**src/rtl/bird_pkg.sv**
```systemverilog
// Shared bird constants: state encoding and default physics values,
// also used by the pixel generator for sprite placement.
package bird_pkg;

   typedef enum logic [1:0] {
      ST_IDLE = 2'd0,
      ST_PLAY = 2'd1,
      ST_DEAD = 2'd2
   } bird_state_e;

   localparam int SCREEN_H        = 480;
   localparam int BIRD_H          = 50;
   localparam int Y_MAX_DEF       = SCREEN_H - BIRD_H;
   localparam int Y_START_DEF     = 215;
   localparam int GRAVITY_DEF     = 1;
   localparam int FLAP_VEL_DEF    = -8;
   localparam int VMAX_DEF        = 8;
   localparam int DEAD_FRAMES_DEF = 60;

endpackage

```
**src/rtl/sync_edge.sv**
```systemverilog
// Two-flop synchronizer for an asynchronous level, followed by a
// rising-edge detector producing a single-cycle pulse.
module sync_edge (
   input  logic dclk,
   input  logic clr,
   input  logic din,
   output logic pulse
);

   logic s1_q, s1_d;
   logic s2_q, s2_d;
   logic prev_q, prev_d;

   always_comb begin
      s1_d   = din;
      s2_d   = s1_q;
      prev_d = s2_q;
   end

   always_ff @(posedge dclk or posedge clr) begin
      if (clr) begin
         s1_q   <= 1'b0;
         s2_q   <= 1'b0;
         prev_q <= 1'b0;
      end else begin
         s1_q   <= s1_d;
         s2_q   <= s2_d;
         prev_q <= prev_d;
      end
   end

   assign pulse = s2_q & ~prev_q;

endmodule

```
**src/rtl/bird_physics.sv**
```systemverilog
// Bird motion and game-state FSM; all visible state advances once per
// frame, on the vsync falling edge, so it is stable during active video.
module bird_physics
   import bird_pkg::*;
#(
   parameter int GRAVITY     = GRAVITY_DEF,
   parameter int FLAP_VEL    = FLAP_VEL_DEF,
   parameter int VMAX        = VMAX_DEF,
   parameter int Y_START     = Y_START_DEF,
   parameter int Y_MAX       = Y_MAX_DEF,
   parameter int DEAD_FRAMES = DEAD_FRAMES_DEF
) (
   input  logic       dclk,
   input  logic       clr,
   input  logic       vsync,
   input  logic       flap,
   input  logic       collide,
   output logic [9:0] bird_y,
   output logic [7:0] bird_vel,
   output logic [1:0] state,
   output logic       alive
);

   localparam logic signed [8:0]  GRAV_S  = 9'(GRAVITY);
   localparam logic signed [8:0]  VMAX_S  = 9'(VMAX);
   localparam logic signed [7:0]  FLAP_S  = 8'(FLAP_VEL);
   localparam logic signed [10:0] YMAX_S  = 11'(Y_MAX);
   localparam logic [9:0]         YSTART  = 10'(Y_START);
   localparam logic [9:0]         YMAX_U  = 10'(Y_MAX);
   localparam logic [7:0]         DEAD_N  = 8'(DEAD_FRAMES);

   logic flap_pulse;

   sync_edge u_flap_sync (
      .dclk  (dclk),
      .clr   (clr),
      .din   (flap),
      .pulse (flap_pulse)
   );

   logic vs_q, vs_d, vs_prev_q, vs_prev_d;
   logic pend_q, pend_d;
   logic frame_tick, flap_now;
   bird_state_e st_q, st_d;
   logic [9:0] y_q, y_d;
   logic signed [7:0] v_q, v_d;
   logic [7:0] cnt_q, cnt_d;

   logic signed [8:0]  v_grav;
   logic signed [7:0]  v_new;
   logic signed [10:0] y_new;
   logic [9:0]         mv_y;
   logic signed [7:0]  mv_v;
   logic               mv_dead;

   assign frame_tick = vs_prev_q & ~vs_q;
   assign flap_now   = pend_q | flap_pulse;

   // Candidate motion for this tick; IDLE always launches with a flap
   always_comb begin
      v_grav = {v_q[7], v_q} + GRAV_S;
      if (flap_now || st_q == ST_IDLE) begin
         v_new = FLAP_S;
      end else if (v_grav > VMAX_S) begin
         v_new = VMAX_S[7:0];
      end else begin
         v_new = v_grav[7:0];
      end
      y_new   = $signed({1'b0, y_q}) + 11'(v_new);
      mv_y    = y_new[9:0];
      mv_v    = v_new;
      mv_dead = 1'b0;
      if (y_new < 0) begin
         mv_y = '0;
         mv_v = '0;
      end else if (y_new >= YMAX_S) begin
         mv_y    = YMAX_U;
         mv_v    = '0;
         mv_dead = 1'b1;
      end
   end

   always_comb begin
      vs_d      = vsync;
      vs_prev_d = vs_q;
      pend_d    = (pend_q | flap_pulse) & ~frame_tick;
      st_d      = st_q;
      y_d       = y_q;
      v_d       = v_q;
      cnt_d     = cnt_q;
      if (frame_tick) begin
         unique case (st_q)
            ST_IDLE: begin
               if (flap_now) begin
                  st_d  = mv_dead ? ST_DEAD : ST_PLAY;
                  y_d   = mv_y;
                  v_d   = mv_v;
                  cnt_d = '0;
               end
            end
            ST_PLAY: begin
               if (collide) begin
                  st_d  = ST_DEAD;
                  cnt_d = '0;
               end else begin
                  st_d  = mv_dead ? ST_DEAD : ST_PLAY;
                  y_d   = mv_y;
                  v_d   = mv_v;
                  cnt_d = '0;
               end
            end
            ST_DEAD: begin
               if (cnt_q >= DEAD_N && flap_now) begin
                  st_d  = ST_IDLE;
                  y_d   = YSTART;
                  v_d   = '0;
                  cnt_d = '0;
               end else if (cnt_q != 8'hFF) begin
                  cnt_d = cnt_q + 8'd1;
               end
            end
            default: begin
               st_d = ST_IDLE;
               y_d  = YSTART;
               v_d  = '0;
            end
         endcase
      end
   end

   always_ff @(posedge dclk or posedge clr) begin
      if (clr) begin
         vs_q      <= 1'b1;
         vs_prev_q <= 1'b1;
         pend_q    <= 1'b0;
         st_q      <= ST_IDLE;
         y_q       <= YSTART;
         v_q       <= '0;
         cnt_q     <= '0;
      end else begin
         vs_q      <= vs_d;
         vs_prev_q <= vs_prev_d;
         pend_q    <= pend_d;
         st_q      <= st_d;
         y_q       <= y_d;
         v_q       <= v_d;
         cnt_q     <= cnt_d;
      end
   end

   assign bird_y   = y_q;
   assign bird_vel = v_q;
   assign state    = st_q;
   assign alive    = (st_q == ST_PLAY);

endmodule

```
**config.mk**
```make
export PLATFORM = sky130hd
export DESIGN_NAME = bird_physics
export DESIGN_NICKNAME = d
export VERILOG_FILES = /design/src/rtl/bird_pkg.sv /design/src/rtl/sync_edge.sv /design/src/rtl/bird_physics.sv
export SDC_FILE = /design/constraint.sdc
export NUM_CORES = 1
export LEC_CHECK = 0
export BUFFER_PORTS_ARGS = -buffer_cell sky130_fd_sc_hd__buf_2
export CORE_MARGIN = 4
export CORE_UTILIZATION = 55
export CTS_BUF_LIST = sky130_fd_sc_hd__clkbuf_8
export CTS_CLUSTER_SIZE = 30
export DETAILED_ROUTE_END_ITERATION = 7
export PLACE_DENSITY_LB_ADDON = 0.08
export SLEW_MARGIN = 20
export SYNTH_ARGS = -nofsm -noshare
export SYNTH_HDL_FRONTEND = slang
export SYNTH_SLANG_ARGS = --single-unit
export TNS_END_PERCENT = 30
```
**constraint.sdc**
```tcl
create_clock -name dclk -period 3.76 [get_ports dclk]
set_input_delay 0 -clock dclk [delete_from_list [all_inputs] [get_ports dclk]]
set_output_delay 0 -clock dclk [all_outputs]
set_load 0.05 [all_outputs]
```
Word level (Yosys, flattened, before mapping):

Cells that the tools add are included.

* mux-type cells: 25
* eq/ne operators: 7
* bitwise logic cells: 7
* reductions and logical operators: 7
* $add $sub $neg: 3
* magnitude comparators: 4

Operators by type and width (count)
* 2-to-1 mux 8 bit: 10
* 2-to-1 mux 10 bit: 5
* one-hot mux 8 bit (3 select lines): 2
* one-hot mux 10 bit (3 select lines): 1
* adder 11 x 8 -> 11 bit: 1
* >= comparator 11 x 10 -> 1 bit (second input constant): 1
* < comparator 11 x 1 -> 1 bit (second input constant): 1
* adder 8 x 2 -> 9 bit (second input constant): 1
* greater-than comparator 9 x 5 -> 1 bit (second input constant): 1
* adder 8 x 1 -> 8 bit (second input constant): 1
* >= comparator 8 x 6 -> 1 bit (second input constant): 1
* 2-to-1 mux 2 bit: 4
* != test 8 bit (second input constant): 1
* AND reduction 4 bit: 2
* != test 2 bit (second input constant): 3
* one-hot mux 2 bit (3 select lines): 1
* bitwise AND 1 bit: 3
* != test 3 bit (second input constant): 1
* inverter 1 bit: 3
* AND reduction 3 bit: 1
* nonzero test 3 bit: 1
* equality test 2 x 1 -> 1 bit (second input constant): 1
* equality test 2 bit (second input constant): 1
* logical NOT 2 bit: 1
* other kinds (4): 5

* bits in registers: 34
* word-level logic and storage cells: 63
* output and inout port bits: 21
* input bits: 5

Logic depth before layout (Yosys ltp):

Gate-level depths: netlist (run 1).

* word-level depth: 12
* gate-level depth with buffers: 18
* gate-level depth less buffers: 17

Cells and area by module:

Synthesis (run 1) repeated with hierarchy kept, for this count alone.

* cell total of the unflattened synthesis: 234
* area, all modules: 2277.2 µm²

By module, submodules not included
* bird_physics: area each 2184.6 µm², cells an instance 229, instances 1, sequential area each 785.8 µm²
* sync_edge: area each 92.6 µm², cells an instance 5, instances 1, sequential area each 75.1 µm²

Worst setup path before layout (run 1):

No wires, ideal clock.

* kind: register to register
* start point: register v_q[0], in the netlist bird_vel[0]
* end point: register st_q[1], in the netlist state[1]
* period minus slack after synthesis: 3.963 ns
* slack: -0.203 ns
* setup time: 0.124 ns
* cell stages (with the launch flop): 17
* arrival time: 3.839 ns
* buffers on the path: 1
* cell sequence: dfrtp_1 ha_1 clkbuf_1 nand4_1 or2_2 o21ai_0 nand2_1 o2111ai_1 inv_1 ha_1 a211oi_2 a2bb2oi_2 a211oi_1 a211o_1 xnor2_2 a211oi_1 o31a_1

* word-level cells in the longest chain between the ends: 11
* elaborated cells on any way between the ends: 13
* classes of those cells: add/sub (2); order compare (3); mux (8)

RTL lines
* from (decl): RTL line bird_physics.sv:46 `logic signed [7:0] v_q, v_d;`
* from (signal assigned): RTL line bird_physics.sv:146 `v_q <= v_d;`
* adder 8 x 2 -> 9 bit *: RTL line bird_physics.sv:61 `v_grav = {v_q[7], v_q} + GRAV_S;`
* greater-than comparator 9 x 5 -> 1 bit: RTL line bird_physics.sv:64 `end else if (v_grav > VMAX_S) begin`
* 2-to-1 mux 8 bit *: RTL line bird_physics.sv:64
* 2-to-1 mux 8 bit *: RTL line bird_physics.sv:62 `if (flap_now || st_q == ST_IDLE) begin`
* adder 11 x 8 -> 11 bit *: RTL line bird_physics.sv:69 `y_new = $signed({1'b0, y_q}) + 11'(v_new);`
* >= comparator 11 x 10 -> 1 bit: RTL line bird_physics.sv:76 `end else if (y_new >= YMAX_S) begin`
* 2-to-1 mux 1 bit: RTL line bird_physics.sv:76
* 2-to-1 mux 1 bit *: RTL line bird_physics.sv:73 `if (y_new < 0) begin`
* 2-to-1 mux 2 bit *: RTL line bird_physics.sv:95, bird_physics.sv:106
* 2-to-1 mux 2 bit (on tied branches): RTL line bird_physics.sv:102, bird_physics.sv:94
* one-hot mux 2 bit (3 select lines) *: RTL line bird_physics.sv:92 `unique case (st_q)`
* to (signal assigned): RTL line bird_physics.sv:144 `st_q <= st_d;`
* to (decl): RTL line bird_physics.sv:44 `bird_state_e st_q, st_d;`

Every way passes the cells marked *; elsewhere a longest branch is shown, timed or not. The select of a mux whose other input is x is not followed.
A chain may end at the register's enable or synchronous reset.

Final worst setup path (run 1):

* start point: register v_q[0], in the netlist bird_vel[0]
* end point: register y_q[2], in the netlist bird_y[2]

* word-level cells in the longest chain between the ends: 10
* elaborated cells on any way between the ends: 12
* classes of those cells: add/sub (2); order compare (3); mux (7)

RTL lines
* adder 8 x 2 -> 9 bit *: RTL line bird_physics.sv:61
* greater-than comparator 9 x 5 -> 1 bit: RTL line bird_physics.sv:64
* 2-to-1 mux 8 bit *: RTL line bird_physics.sv:64
* 2-to-1 mux 8 bit *: RTL line bird_physics.sv:62
* adder 11 x 8 -> 11 bit *: RTL line bird_physics.sv:69
* >= comparator 11 x 10 -> 1 bit: RTL line bird_physics.sv:76
* 2-to-1 mux 10 bit: RTL line bird_physics.sv:76
* 2-to-1 mux 10 bit *: RTL line bird_physics.sv:73
* 2-to-1 mux 10 bit (on tied branches): RTL line bird_physics.sv:102, bird_physics.sv:94
* one-hot mux 10 bit (3 select lines) *: RTL line bird_physics.sv:92
* to (signal assigned): RTL line bird_physics.sv:145 `y_q <= y_d;`
* to (decl): RTL line bird_physics.sv:45 `logic [9:0] y_q, y_d;`

Marks and branches as above.

==> results of run 1 <==
-- per-layer routing --
layer  share of wire (%)  global-route usage, %
met1                  46                   32.6
met2                  45                   29.7
met3                 7.8                   4.77
met4                 1.6                   5.01
met5                   0                      0
-- synth_stat cells, drive strengths merged (3+ instances only) --
cell type,n
nand4,3
a211oi,5
or2,4
nor4,3
and3,3
nand3,6
o211ai,3
xor2,13
buf,3
xnor2,9
nor3,4
o31ai,3
nand2,21
inv,11
nor2,33
dfrtp,26
o22ai,3
o21ai,13
ha,14
a32o,7
a21oi,13
dfstp,8
-- logic make-up (layout without fill, tap and decap cells) --
family | count (synthesis) | in the layout
adders and majority gates | 15 | 15
buffers and inverters | 15 | 69
xor gates and xnor gates | 22 | 22
muxes | 1 | 1
AOI/OAI and AO/OA | 65 | 65
and+or+nand+nor | 84 | 85
DFF | 34 | 34
-- how the worst max path moves through the flow --
| stage | from | to | cells past startpoint |
|---|---|---|---|
| CTS | bird_vel[1] | bird_y[1] | 16 |
| floorplan | bird_vel[0] | state[1] | 16 |
| global placement | bird_vel[1] | bird_y[1] | 14 |
| global route | bird_vel[0] | bird_vel[1] | 19 |
| finish | bird_vel[0] | bird_y[2] | 18 |
| detailed placement | bird_vel[1] | state[1] | 14 |
-- what timing repair did --
| action | 4_1_cts | 5_1_grt |
|---|---|---|
| pin swaps | 0 | 17 |
| setup endpoints to repair | 1 | 19 |
| hold buffers | 3 | 0 |
| endpoints found under the hold margin | 28 | 0 |
| resized for setup | 1 | 35 |
| buffers inserted | 0 | 5 |
| cloned | 0 | 1 |
-- worst reg2reg max path: stages (launching register included) --
cell	delay [ns]
dfrtp_2	0.44
ha_4	0.19
nand4_1	0.16
or2_4	0.15
o21ai_1	0.05
nand2_1	0.12
o211ai_1	0.15
nor2_1	0.21
ha_2	0.20
inv_1	0.05
fa_2	0.34
buf_4	0.15
xnor2_2	0.14
and3_1	0.20
o31ai_4	0.31
a211oi_4	0.11
buf_4	0.16
nor4_1	0.32
nor3_1	0.10
-- through the flow --
stage	TNS [ns]	utilization (%)	std cells	cell area (sq um)	setup WS [ns]
2_1_floorplan	-0.00354	-	236	2240	-0.00354
3_3_place_gp	0	66.7	322	2530	0.0676
3_5_place_dp	0	66.7	322	2530	0.0307
4_1_cts	0	69.8	333	2650	0.0572
5_1_grt	-0.306	75.3	339	2860	-0.0442
6_report	0	75.3	339	2860	0.108
-- state kept, by name (all words and copies together) (netlist names) --
name	cells
bird_y	10
bird_vel	8
cnt_q	8
state	2
pend_q	1
u_flap_sync.prev_d	1
u_flap_sync.prev_q	1
u_flap_sync.s1_q	1
vs_prev_d	1
vs_prev_q	1
-- layout make-up --
| type | instances | area, sq um |
|---|---|---|
| fillers | 268 | 937 |
| flip-flops and latches | 34 | 866 |
| well taps | 48 | 60.1 |
| repair buffers | 50 | 328 |
| clock buffers | 5 | 68.8 |
| multi-input cells | 188 | 1480 |
| clock inverters | 3 | 13.8 |
| inverters | 11 | 41.3 |
==> qor.yml, run 1 <==
endpoint_kind: "flop"
wl_per_cell_um: 16.4
ant_nets: 0
regToRegSetupSlack_ns: 0.11
worstSkewPairLatency_ns: 0.29
synth-xor-area-share_pct: 9.29
path_class: "flop to flop"
crit_required_ns: 3.96
syn_nets: 256
grt_use_total_pct: 21.1
antenna_found_initial: 0
netlist_instances: 236
timing.final.crit_share_pct: 97.1
clk_pin_slew_ns: 0.07
synth.ff_latch_count: 34
ys.flop_type: "dfrtp_1"
grt_pass1_vias: 1776
timing.rr.end: "bird_y[2]"
setup_violations: 0
syn_to_final_growth_pct: 28.1
finalMaxSlewViolations: 0
path_buf_inv: 3
final.setup_skew_ns: 0.00704
grt-ovfl-total: 0
row_count: 22
r2r_start: "bird_vel[0]"
path_max_fanout: 6
numCtsBuffers: 5
start_util_pct: 58.8
grt_max_degree: 35
synthTopCellsByArea: "dfrtp_1 29%, dfstp_2 9.4%, ha_1 7.8%, nor2_1 5.4%, xor2_1 4.7%"
cts_max_level: 2
synth-simple-area-share_pct: 17.7
clock-sinks: 34
grt_first_pass_wirelength_um: 8600
critPathArrivalTime_ns: 3.85
synth_top_family_by_area: "compound AO/OA/AOI/OAI gates"
nets: 310
io_pins: 26
num_vias: 2070
avgSynthCellArea_sq_um: 9.47
synth_seq_area_share_pct: 38.5
synth-compound-area-share_pct: 22.6
crit_chain: "ha_4 -> nand4_1 -> or2_4 -> o21ai_1 -> nand2_1 -> o211ai_1 -> nor2_1 -> ha_2 -> inv_1 -> fa_2 -> buf_4 -> xnor2_2 -> and3_1 -> o31ai_4 -> a211oi_4 -> buf_4 -> nor4_1 -> nor3_1"
die_w_um: 71.7
antenna_cells: 0
final_cell_mix: "31 x nor2_1, 25 x buf_2, 22 x dfrtp_1"
synth_area_sq_um: 2230
outcome: "finished clean"
cts-root-buf: "clkbuf_8"
wirelength_um: 5570
slew_headroom_pct: 44.4
place_congestion: 0.899
crit_top_cell: "buf_4"
holdPathEnd: "state[1]"
crit_slowest_cell: "dfrtp_2"
hold_slack_ns: 0.202
drive_gt1_share_pct: 34.4
hold_violations: 0
async_reset_ff_share_pct: 100
final_common_cell: "nor2_1"
dp_hpwl_um: 3760
drt_iter0_markers: 157
die_y_um: 71.7
hold_class: "input pin to flop"
coreArea_sq_um: 3800
min_path_cells: 4
synth_top_area_share_pct: 29.1
reg2reg_depth: 18
die-area_sq_um: 5150
worst_pin_slew_ns: 0.832
viasPerCell: 6.11
drv_cap: 0
crit_path_start_kind: "flop"
yosysWarningCount: 0
clock_path_buffers: 2
tritoncts: "yes"
min_from: "collide"
period_needed_ns: 3.65
max_freq_ghz: 0.274
synthAdderAreaFrac_pct: 8.73
port_buffers: 25
critical_path.top_delay_family: "simple AND/OR/NAND/NOR gates"
first_pass_iters: 5
synth_top_area_cell: "dfrtp_1"
synth-edff-count: 0
synth.area.mux_share_pct: 0.448
drc: 0
max_stage_delay_ns: 0.44
synth_cell_types: 56
Power of run 1 is left out: the tool's default activity adds up to more than one toggle a clock period on the data nets, which glitch-free logic cannot reach.
==> inputs of run 2 (changes only) <==
CORE_UTILIZATION = 60   (was 55)
clock period = 4.3 ns   (was 3.76 ns; I/O delays follow)
==> run 2 against run 1 <==
Effect of this change:
- register-to-register slack better by 0.22 ns
- design area decreased by 10%
- global-route usage up 1.2 points
- wire length is 9.4% lower
- clock-buffer cell count grew 1
- via count shrank 8.8%
- core utilization is 1.2 points lower
- critical path depth fell by 3
- clock skew is 0.0021 ns higher
- first-iteration DRC count up 24%
==> qor.yml, run 2 (synthesis results as in run 1) <==
outcome: "finished clean"
first_pass_iters: 4  # -1
crit_slowest_cell: "dfrtp_1"
crit_chain: "ha_2 -> o21ai_0 -> a221oi_1 -> o211ai_1 -> nor2_1 -> ha_1 -> inv_1 -> fa_1 -> nand2b_1 -> a21oi_1 -> o21ai_1 -> o21ai_2 -> xor2_2 -> nor2_2 -> a32o_1"
die-area_sq_um: 4760  # -7.4%
rsz0062_at_grt: "no"
viasPerCell: 5.99  # -1.8%
grt_pass1_vias: 1780  # +0.23%
antenna_found_initial: 0  # unchanged
die_w_um: 69.0  # -3.8%
grt_max_degree: 35  # unchanged
wl_per_cell_um: 16.0  # -2.5%
reg2reg_depth: 15  # -3
dp_hpwl_um: 3650  # -3.0%
coreArea_sq_um: 3470  # -8.7%
path_class: "flop to flop"
drive_gt1_share_pct: 21.9  # -12 points
worstSkewPairLatency_ns: 0.29  # about the same
period_needed_ns: 3.97  # +0.317 ns
final_cell_mix: "31 x nor2_1, 26 x dfrtp_1, 25 x buf_2"
crit_path_start_kind: "flop"
final.setup_skew_ns: 0.00910  # +0.00206 ns
worst_pin_slew_ns: 0.875  # +0.0435 ns
final_common_cell: "nor2_1"
ant_nets: 0  # unchanged
row_count: 21  # -4.5%
nets: 288  # -7.1%
min_from: "collide"
io_pins: 26  # unchanged
timing.final.crit_share_pct: 92.3  # -4.8 points
timing.rr.end: "bird_vel[0]"
numCtsBuffers: 5  # unchanged
clock-sinks: 34  # unchanged
drv_cap: 0  # unchanged
syn_to_final_growth_pct: 15.1
drc: 0  # unchanged
num_vias: 1888  # -8.8%
cts-root-buf: "clkbuf_8"
r2r_start: "bird_vel[0]"
clock_path_buffers: 2  # unchanged
crit_required_ns: 4.47  # +0.51 ns
endpoint_kind: "flop"
antenna_cells: 0  # unchanged
critPathArrivalTime_ns: 4.14  # +0.29 ns
holdPathEnd: "state[1]"
grt-ovfl-total: 0  # unchanged
largest_register_ffs: 10  # unchanged
max_freq_ghz: 0.252  # -8.0%
die_y_um: 69.0  # -3.8%
wirelength_um: 5050  # -9.4%
finalSetupTns_ns: 0  # unchanged
min_path_cells: 4  # unchanged
setup_violations: 0  # unchanged
clk_pin_slew_ns: 0.07  # about the same
max_stage_delay_ns: 0.50  # +0.06 ns
drt_iter0_markers: 194  # +24%
regToRegSetupSlack_ns: 0.33  # +0.22 ns
cts_max_level: 2  # unchanged
grt_first_pass_wirelength_um: 8640  # +0.48%
hold_violations: 0  # unchanged
hold_class: "input pin to flop"
slew_headroom_pct: 41.5  # -2.9 points
post_cts_buffers: 0  # unchanged
path_max_fanout: 9  # +3
finalMaxSlewViolations: 0  # unchanged
grt_use_total_pct: 22.3  # +1.2 points
place_congestion: 0.866  # -3.7%
start_util_pct: 64.4  # +5.6 points
port_buffers: 25  # unchanged
tritoncts: "yes"
## run 2: through the flow
| stage | hold slack [ns] | worst slack, ns | utilization [%] | instances | instance area (sq um) |
|---|---|---|---|---|---|
| floorplan | 0.00448 | 0.337 | - | 236 | 2230 |
| global placement | 0.106 | 0.353 | 69.4 | 304 | 2410 |
| detailed placement | 0.106 | 0.256 | 69.4 | 304 | 2410 |
| CTS | 0.199 | 0.203 | 73.6 | 315 | 2550 |
| global route | 0.246 | 0.0391 | 74.2 | 315 | 2570 |
| finish | 0.205 | 0.330 | 74.2 | 315 | 2570 |
## run 2: area by class of cell
cell class | instances | area, sq um
multi-input cells | 187 | 1330
clock buffers | 6 | 82.6
inverters | 11 | 41.3
flip-flops and latches | 34 | 861
well taps | 46 | 57.6
fillers | 262 | 896
clock inverters | 2 | 33.8
repair buffers | 29 | 163
## run 2: layer usage
layer / vias to the layer above / global-route usage (%) / share of wire (%)
met5: - / 0 / 0
met4: 0 / 7.81 / 1.5
met3: 9 / 5.09 / 6.5
met2: 64 / 32.7 / 44
met1: 892 / 32.1 / 48
li1: 923 / - / -
## run 2: worst max path at each step
stage | from | cells after the start | slack [ns] | end
6_report | bird_vel[0] | 15 | 0.33 | bird_vel[0]
5_1_grt | bird_vel[0] | 15 | 0.04 | bird_y[6]
4_1_cts | bird_vel[0] | 15 | 0.20 | bird_vel[0]
3_5_place_dp | bird_vel[0] | 15 | 0.26 | bird_vel[0]
3_3_place_gp | bird_vel[0] | 15 | 0.35 | bird_vel[1]
2_1_floorplan | bird_vel[0] | 16 | 0.34 | state[1]
## run 2: what timing repair did
item / CTS / global route
endpoints found under the setup margin: 0 / 12
hold buffers: 3 / 0
endpoints found under the hold margin: 28 / 0
resized for setup: 0 / 4
## run 2: critical path, delay by kind of cell (launching register included)
kind	cells	cell delay (ns)
AOI/OAI and AO/OA	7	1.63
adders and majority gates	3	0.92
DFF	1	0.50
and+or+nand+nor	3	0.50
xor gates and xnor gates	1	0.24
buffers and inverters	1	0.06
Power of run 2 is left out for the same reason.
==> inputs of run 3 (changes only) <==
BUFFER_PORTS_ARGS = not set   (was -buffer_cell sky130_fd_sc_hd__buf_2)
DONT_BUFFER_PORTS = 1   (was not set)
==> run 3 against run 2 <==
Effect of this change:
- die area unchanged
- sequential cell count unchanged
- critical path depth increased by 3
- fmax decreased by 0.32%
- first-iteration DRC count decreased by 25%
- clock-buffer cell count unchanged
- register-to-register slack about the same
- clock skew decreased by 0.0051 ns
- non-clock buffer count decreased by 12
- wire length increased by 6.2%
- cell count decreased by 3.8%
- largest cell class unchanged
- highest routed layer unchanged
==> qor.yml, run 3 (synthesis results as in run 1) <==
critical_path.top_delay_family: "compound AO/OA/AOI/OAI gates"
multi_input_area_sq_um: 1340  # +0.19%
worst_pin_slew_ns: 0.937  # +0.0613 ns
finalSetupTns_ns: 0  # unchanged
grt_use_total_pct: 23.8  # +1.5 points
endpoint_kind: "flop"
final_common_cell: "nor2_1"
die-area_sq_um: 4760  # unchanged
crit_slowest_cell: "dfrtp_1"
start_util_pct: 64.4  # unchanged
drive_gt1_share_pct: 19.1  # -2.9 points
ant_nets: 0  # unchanged
port_buffers: 0  # -100%
grt_pass1_vias: 1918  # +7.8%
hold_violations: 0  # unchanged
hold_slack_ns: 0.132  # -0.0727 ns
clock-sinks: 34  # unchanged
hold_class: "input pin to flop"
fin_ws_ns: 0.318  # -0.0127 ns
path_class: "flop to flop"
nets: 276  # -4.2%
fillerInstances: 249  # -5.0%
slew_headroom_pct: 37.3  # -4.2 points
grt_first_pass_wirelength_um: 9260  # +7.2%
die_y_um: 69.0  # unchanged
cts_max_level: 2  # unchanged
drt_iter0_markers: 145  # -25%
max_stage_delay_ns: 0.47  # -0.03 ns
clock_path_buffers: 2  # unchanged
cts-root-buf: "clkbuf_8"
viasPerCell: 6.48  # +8.1%
path_buf_inv: 2  # +1
grt_max_degree: 35  # unchanged
tritoncts: "yes"
crit_required_ns: 4.49  # +0.02 ns
largest_register_ffs: 10  # unchanged
final.setup_skew_ns: 0.00402  # -0.00508 ns
worstSkewPairLatency_ns: 0.28  # about the same
critPathArrivalTime_ns: 4.18  # +0.04 ns
antenna_found_initial: 0  # unchanged
place_area_sq_um: 2360  # -1.8%
io_pins: 26  # unchanged
design_area_sq_um: 2570  # about the same
dp_hpwl_um: 3840  # +5.2%
crit_path_start_kind: "flop"
place_congestion: 0.879  # +1.5%
layout.area.seq_sq_um: 862  # +0.15%
syn_to_final_growth_pct: 15.2  # about the same
timing.final.crit_share_pct: 92.6  # +0.29 points
max_freq_ghz: 0.251  # -0.32%
finalMaxSlewViolations: 0  # unchanged
setup_violations: 0  # unchanged
outcome: "finished clean"
row_count: 21  # unchanged
coreArea_sq_um: 3470  # unchanged
drv_cap: 0  # unchanged
clk_pin_slew_ns: 0.07  # about the same
final_cell_mix: "32 x nor2_1, 25 x dfrtp_1, 21 x nand2_1"
first_pass_iters: 5  # +1
rsz0062_at_grt: "no"
period_needed_ns: 3.98  # +0.0127 ns
grt-ovfl-total: 0  # unchanged
drc: 0  # unchanged
path_max_fanout: 10  # +1
numCtsBuffers: 5  # unchanged
antenna_cells: 0  # unchanged
die_w_um: 69.0  # unchanged
wirelength_um: 5360  # +6.2%
crit_chain: "ha_2 -> nand4_1 -> or2_2 -> o21ai_0 -> nand2_1 -> o211ai_1 -> nor2_1 -> ha_1 -> inv_1 -> fa_1 -> nand2b_1 -> a21oi_1 -> o31ai_1 -> xor2_1 -> buf_4 -> a211oi_4 -> nor2_4 -> a311oi_1"
place_ws_ns: 0.321  # +0.0648 ns
wl_per_cell_um: 17.7  # +10%
num_vias: 1964  # +4.0%
[run 3: final cells by class]
| class | count | area share (%) |
|---|---|---|
| clock buffers | 6 | 3.21 |
| well taps | 46 | 2.24 |
| multi-input cells | 187 | 51.9 |
| flip-flops and latches | 34 | 33.5 |
| inverters | 11 | 1.60 |
| clock inverters | 2 | 2.33 |
| repair buffers | 17 | 5.25 |
[run 3: stage by stage]
step / util [%] / std cells
after global placement: 68.1 / 290
after detailed placement: 68.1 / 290
final: 74.2 / 303
after global routing: 74.2 / 303
after floorplan: - / 236
after CTS: 73.1 / 301
[run 3: routing by layer]
| layer | track usage [%] | up-vias | part of all wire (%) |
|---|---|---|---|
| met5 | 0 | - | 0 |
| met1 | 30.8 | 960 | 43 |
| met3 | 7.12 | 10 | 8.4 |
| met2 | 37.5 | 84 | 47 |
| li1 | - | 910 | - |
| met4 | 8.68 | 0 | 1.8 |
[run 3: worst paths after layout]
check | from | end | slack, ns | cells past startpoint
min in group asynchronous | clr | cnt_q[4] | 0.24 | 3
min reg2reg | u_flap_sync.s1_q | u_flap_sync.prev_d | 0.36 | 0
max | bird_vel[1] | bird_y[1] | 0.32 | 18
max reg2reg | bird_vel[1] | bird_y[1] | 0.32 | 18
max in group asynchronous | clr | vs_prev_q | 3.72 | 3
min | collide | state[1] | 0.13 | 3
[run 3: worst reg2reg max path, stage by stage (launching register included)]
cell	delay, ns
dfrtp_1	0.47
ha_2	0.32
nand4_1	0.17
or2_2	0.34
o21ai_0	0.16
nand2_1	0.11
o211ai_1	0.16
nor2_1	0.11
ha_1	0.23
inv_1	0.07
fa_1	0.19
nand2b_1	0.13
a21oi_1	0.09
o31ai_1	0.32
xor2_1	0.13
buf_4	0.17
a211oi_4	0.30
nor2_4	0.13
a311oi_1	0.29
[run 3: timing repair]
item	in CTS	in global routing
endpoints found under the setup margin	0	15
buffers inserted	0	2
endpoints found under the hold margin	28	0
resized for setup	0	6
hold buffers	3	0
Power of run 3 is left out for the same reason.
